<file path="config.mk">
export PLATFORM = sky130hd
export DESIGN_NAME = uart_tx_arbiter
export DESIGN_NICKNAME = d
export VERILOG_FILES = /design/src/rtl/uart_tx_arbiter.sv
export SDC_FILE = /design/constraint.sdc
export NUM_CORES = 1
export LEC_CHECK = 0
export ABC_CLOCK_PERIOD_IN_PS = 1700
export CORE_ASPECT_RATIO = 2
export CORE_MARGIN = 3
export CORE_UTILIZATION = 42
export DETAILED_ROUTE_END_ITERATION = 6
export GPL_TIMING_DRIVEN = 0
export HOLD_SLACK_MARGIN = 0.15
export PLACE_DENSITY_LB_ADDON = 0.1
export SLEW_MARGIN = 20
export SYNTH_ARGS = -nofsm -noshare
export SYNTH_HDL_FRONTEND = slang
export SYNTH_SLANG_ARGS = --single-unit
</file>
<file path="constraint.sdc">
create_clock -name clk -period 1.7 [get_ports clk]
set_input_delay 0.34 -clock clk [delete_from_list [all_inputs] [get_ports clk]]
set_output_delay 0.34 -clock clk [all_outputs]
set_load 0.01 [all_outputs]
</file>
<file path="src/rtl/uart_tx_arbiter.sv">
// Round-robin arbiter sharing one UART transmitter among NREQ requesters.
// Optional watchdog abort in WAIT_DONE when UART_TX_ARB_TIMEOUT_EN is defined.
module uart_tx_arbiter #(
    parameter int NREQ           = 4,
    parameter int NBITS          = 8,
    parameter int GAP_CYCLES     = 2,
    parameter int TIMEOUT_CYCLES = 4096
) (
    input  logic                    clk,
    input  logic                    reset,
    input  logic [NREQ-1:0]         req,
    input  logic [NREQ*NBITS-1:0]   din,
    output logic [NREQ-1:0]         ack,
    output logic [NREQ-1:0]         done,
    output logic [$clog2(NREQ)-1:0] grant_id,
    output logic                    busy,
    output logic                    timeout,
    output logic                    tx_start,
    output logic [NBITS-1:0]        tx_din,
    input  logic                    tx_done
);

    localparam int IW   = $clog2(NREQ);
    localparam int CMAX = (GAP_CYCLES > TIMEOUT_CYCLES) ?
                          GAP_CYCLES : TIMEOUT_CYCLES;
    localparam int CW   = (CMAX < 1) ? 1 : $clog2(CMAX + 1);

    typedef enum logic [1:0] {
        IDLE,
        LAUNCH,
        WAIT_DONE,
        GAP
    } state_t;

    state_t        state;
    logic [IW-1:0] rr;
    logic [IW-1:0] win;
    logic [IW-1:0] rr_next;
    logic [CW-1:0] gap_cnt;

`ifdef UART_TX_ARB_TIMEOUT_EN
    logic [CW-1:0] wd_cnt;
`endif

    // Winner search: scan offsets high to low so the smallest offset from rr wins.
    always_comb begin
        win = '0;
        for (int k = NREQ - 1; k >= 0; k--) begin
            if (req[(int'(rr) + k) % NREQ]) begin
                win = IW'((int'(rr) + k) % NREQ);
            end
        end
        rr_next = (win == IW'(NREQ - 1)) ? '0 : win + 1'b1;
    end

    // Frame sequencing FSM with registered handshake outputs.
    always_ff @(posedge clk) begin
        if (reset) begin
            state    <= IDLE;
            rr       <= '0;
            gap_cnt  <= '0;
            ack      <= '0;
            done     <= '0;
            grant_id <= '0;
            busy     <= 1'b0;
            tx_start <= 1'b0;
            tx_din   <= '0;
`ifdef UART_TX_ARB_TIMEOUT_EN
            wd_cnt   <= '0;
            timeout  <= 1'b0;
`endif
        end else begin
            ack      <= '0;
            done     <= '0;
            tx_start <= 1'b0;
`ifdef UART_TX_ARB_TIMEOUT_EN
            timeout  <= 1'b0;
`endif
            unique case (state)
                IDLE: begin
                    if (|req) begin
                        ack      <= NREQ'(1) << win;
                        tx_din   <= din[win*NBITS +: NBITS];
                        grant_id <= win;
                        busy     <= 1'b1;
                        rr       <= rr_next;
                        state    <= LAUNCH;
                    end
                end
                LAUNCH: begin
                    tx_start <= 1'b1;
                    state    <= WAIT_DONE;
`ifdef UART_TX_ARB_TIMEOUT_EN
                    wd_cnt   <= '0;
`endif
                end
                WAIT_DONE: begin
                    if (tx_done) begin
                        done <= NREQ'(1) << grant_id;
                        if (GAP_CYCLES == 0) begin
                            state <= IDLE;
                            busy  <= 1'b0;
                        end else begin
                            state   <= GAP;
                            gap_cnt <= '0;
                        end
                    end
`ifdef UART_TX_ARB_TIMEOUT_EN
                    else if (wd_cnt == CW'(TIMEOUT_CYCLES - 1)) begin
                        timeout <= 1'b1;
                        if (GAP_CYCLES == 0) begin
                            state <= IDLE;
                            busy  <= 1'b0;
                        end else begin
                            state   <= GAP;
                            gap_cnt <= '0;
                        end
                    end else begin
                        wd_cnt <= wd_cnt + 1'b1;
                    end
`endif
                end
                GAP: begin
                    if (gap_cnt == CW'(GAP_CYCLES - 1)) begin
                        state <= IDLE;
                        busy  <= 1'b0;
                    end else begin
                        gap_cnt <= gap_cnt + 1'b1;
                    end
                end
                default: state <= IDLE;
            endcase
        end
    end

`ifndef UART_TX_ARB_TIMEOUT_EN
    assign timeout = 1'b0;
`endif

endmodule

</file>
Word level (Yosys, flattened, before mapping) --
Cells that the tools add are included.
Operators by class: $add $sub $neg 5, mux-type cells 27, equal/unequal tests 9, magnitude comparators 4, shift operators 3, bitwise gates (word level) 7, reductions and logical operators 13
Operators by type and width (count):
- $shiftx A32 B6 Y8 | 1
- $mux W13 | 2
- $pmux W13 S2 | 1
- $mux W2 | 8
- $add A13 B1 Y13 const B | 1
- $eq A13 B1 Y1 const B | 1
- $lt A3 B4 Y1 const B | 3
- $mux W1 | 10
- $reduce_and A3 Y1 | 3
- $bmux W1 S2 | 4
- $ne A2 B2 Y1 const B | 4
- $pmux W2 S4 | 1
- $shl A1 B2 Y4 const A | 2
- $eq A2 B2 Y1 const B | 3
- $reduce_or A2 Y1 | 3
- $reduce_or A3 Y1 | 2
- $add A2 B1 Y2 const B | 2
- $add A2 B2 Y2 const B | 2
- $not A1 Y1 | 4
- $reduce_bool A2 Y1 | 2
- $reduce_or A4 Y1 | 1
- $and A1 B1 Y1 const A | 3
- $lt A2 B3 Y1 const B | 1
- $eq A2 B1 Y1 const B | 1
- 3 further kinds | 3
Storage, ports and cells: output and inout port bits 21, bits of input ports 39, word-level logic and storage cells 77, register bits after elaboration 37

Longest topological paths before layout --
depth after elaboration 12, gate-level depth with buffers 7

Least setup slack after synthesis --
OpenSTA, ideal clock, no wires.
path kind register -> register, start point register gap_cnt[0], end point register gap_cnt[2], cell stages (with the launch flop) 6, arrival 1.801 ns, setup time 0.067 ns, setup slack -0.168 ns, cell sequence dfxtp_1 -> ha_1 -> or4b_4 -> or4_4 -> a31o_1 -> a21oi_2
On the way: cells in the longest elaborated chain, start to end 3
RTL lines:
- start, declared | RTL line 39 | logic [CW-1:0] gap_cnt;
- start signal, assigned | RTL line 128 | gap_cnt <= gap_cnt + 1'b1;
- $add A13 B1 Y13 or $eq A13 B1 Y1 (tied branches) | RTL line 128, 124
- $mux W13 or $ne A2 B2 Y1 (tied branches)
- $pmux W13 S2 or $reduce_and A3 Y1 (tied branches)
Several ways; a longest one is shown, not always the timed one. The select of a mux whose other input is x is not followed. A chain may end at the register's enable or synchronous reset.

Worst setup path in the final report --
Same ends and word-level chain as after synthesis.

==> flow_summary.yaml <==
floorplan:
  io_pins: 60
  die_h_um: 102
  initial_core_util_pct: 43.7
  rows: 34
  die_x_um: 53.8
  dieArea_mm2: 0.00546
  design.core.area_mm2: 0.00438
worst_setup_path:
  crit_fanout: 3
  startpoint: "gap_cnt[0]"
  crit_chain: "ha_4, or4b_4, or4_4, a31o_1, a21oi_2"
  cpLargestDelayFamily: "simple AND/OR/NAND/NOR gates"
  worstPathRequired_ps: 1930
  path_class: "reg2reg"
  crit_buf_inv: 0
  crit_slowest_cell: "or4b_4"
  cp.arrival_ps: 2070
  startpoint_type: "register"
  reg2reg_from: "gap_cnt[0]"
  cpPeakStageDelay_ps: 500
  cp-end-kind: "register"
placement:
  pre_cts_ws_ps: -984
  place_hpwl_mm: 3.76
  io_buffers: 58
  place_area_mm2: 0.00257
  gp_congestion: 0.804
pwr:
  leakage_nw: 1.12
  powerDensity_mw_per_mm2: 1210
  ir_drop_mv: 0.811
clocking:
  clockBufferDepth: 2
  clock-sinks: 37
  path_clk_slew_ps: 70
  ctsHoldBuffers: 0
  htreeDepth: 2
  cts-root-buf: "clkbuf_8"
  clk_latency_ps: 290
  cts_tree: "yes"
  numCtsBuffers: 5
timing:
  fmaxAchievable_mhz: 542
  min_period_ps: 1850
  setup_slack_ps: -146
  finClkSkew_ps: 8.13
  hold_viol: 0
  relSlewSlack_pct: 64.6
  fin_crit_sh_pct: 109
  setup_viol: 10
  tightest_slew_ps: 530
  rsz0062_at_grt: "yes"
  drv_slew: 0
grt:
  grt_pass1_wl_mm: 8.42
  antenna_found_initial: 0
  gr-total-overflow: 0
  grt_pass1_vias: 1924
  grt_start_max_net_pins: 12
  grt.total_usage_pct: 20.7
cells_and_area:
  multi_input_area_mm2: 0.00123
  seq_area_um2: 752
  n_antenna_cell: 0
  drive_gt1_share_pct: 21.1
  design_area_mm2: 0.00291
  nets: 329
  syn2layout_area_growth_pct: 51.9
  fillCellCount: 362
routing:
  dr.pass1.iters: 4
  ant_nets: 0
  totalWireLength_mm: 5.31
  drt_iter0_markers: 16
  vias: 1884
  wire_per_inst_um: 15.7
  viasPerCell: 5.57
  drc: 0
yosys:
  syn-cell-area_mm2: 0.00192
  synth_top_area_share_pct: 38.6
  synth_area_leaders: "dfxtp_1 39%, mux2i_1 8.9%, ha_1 4.6%, o221ai_1 4.1%, a21oi_1 3.7%"
  synth-warning-count: 0
  synth.avg_cell_area_um2: 9.22
  syn_nets: 254
  yosysSeqAreaShare_pct: 38.6
  synth-seq-cells: 37
  async_flop_share_pct: 0
  synthFlopType: "dfxtp_1"
  synth_edf_count: 0
  netlist-cell-type-count: 46
  synth_cells: 208
  yosysTopAreaCell: "dfxtp_1"
min_path:
  hold_start: "busy"
  hold_path.class: "reg2reg"
run:
  drv_cap: 0
status:
  violations: "setup timing"
  status: "complete, but fails checks"
-- through the flow --
step	hold WS, ps	power (mW)	TNS [ps]	utilization (%)	instances
finish	466	3.51	-661	66.4	338
global placement	464	2.50	-15680	58.7	320
CTS	482	3.44	-555	64.4	336
floorplan	451	1.94	-99.5	-	208
global route	494	3.72	-1290	66.4	338
detailed placement	472	2.51	-16140	58.7	320
-- layer usage --
layer	GRT usage [%]	routed length, µm	vias up
met4	10.6	181	0
li1	-	-	924
met5	0	0	-
met3	5.01	227	17
met2	38.5	3020	69
met1	19.5	1880	874
-- Yosys cell counts, types with 2 or more instances --
master    instances
dfxtp_1          37
mux2i_1          17
nor2_1           15
a21oi_1          14
nand2_1          12
o221ai_1          9
nand3b_1          8
ha_1              7
nand3_1           7
inv_1             6
nand4_1           6
o21ai_0           6
and2_1            5
nor2b_1           5
nor4_1            5
clkbuf_1          4
or4_1             4
xor2_1            4
or3_1             3
or4_4             3
a21o_1            2
a311oi_1          2
buf_4             2
o31ai_1           2
or2_2             2
-- timing repair --
| action | in CTS | in global routing |
|---|---|---|
| pin swaps | 4 | 6 |
| setup buffers | 8 | 2 |
| cloned | 1 | 0 |
| setup endpoints to repair | 31 | 21 |
| hold endpoints to repair | 0 | 0 |
| gates resized for setup | 22 | 22 |
-- cells in the final DEF (no fill, tap or decap), types with 4 or more instances in the layout --
cell type	instances
buf_4	9
clkdlybuf4s50_1	54
nand3_1	5
ha_1	4
dfxtp_2	6
nor2b_1	5
a21oi_1	13
clkbuf_8	6
and2_1	5
or4_1	4
nand3b_1	8
buf_6	6
xor2_1	4
nand4_1	6
dfxtp_1	30
nand2_1	12
nor2_1	14
o221ai_1	8
mux2i_1	17
inv_1	5
o21ai_0	5
-- kinds of logic (layout without fill, tap and decap cells) --
logic type                 Yosys count  count (layout)  share of synthesized area, %
xor gates and xnor gates             5               5                          2.28
DFF                                 37              37                          38.6
other                                1               1                         0.196
adders and majority gates            7               7                          4.57
buffers and inverters               14              90                          3.59
AOI/OAI and AO/OA                   46              46                          16.8
muxes                               18              18                          9.46
and+or+nand+nor                     80              80                          24.5
-- final timing paths --
path	endpoint	slack [ps]	depth (start not counted)
worst max-delay path	gap_cnt[2]	-150	5
worst min-delay path	busy	470	2
worst max register to register	gap_cnt[2]	-150	5
worst min register to register	busy	470	2
-- layout make-up --
| cell class | count | area share, % |
|---|---|---|
| timing repair buffer | 69 | 22.9 |
| tap | 54 | 2.32 |
| multi-input combinational | 157 | 42.4 |
| clock inverter | 1 | 1.03 |
| clock buffer | 7 | 2.97 |
| inverter | 6 | 0.774 |
| sequential | 37 | 25.8 |
| buffer | 7 | 1.85 |
-- worst min-delay path: stages (launching register included) --
cell and delay, ps:
dfxtp_1 320, o21ai_2 50, a21oi_1 50
-- registers in the layout (all words and copies together) (netlist names) --
name and flops:
state 2, gap_cnt 13, tx_din 8, busy 1, done 4, grant_id 2
ack 4, tx_start 1, rr 2
-- power breakdown --
group	internal [mW]	total, mW	leakage, nW	switching, mW
clock	0.478	0.785	0.0585	0.307
combinational	0.788	1.52	0.757	0.729
sequential	1.07	1.21	0.305	0.141
No activity file was read; power rests on OpenSTA's default activity.
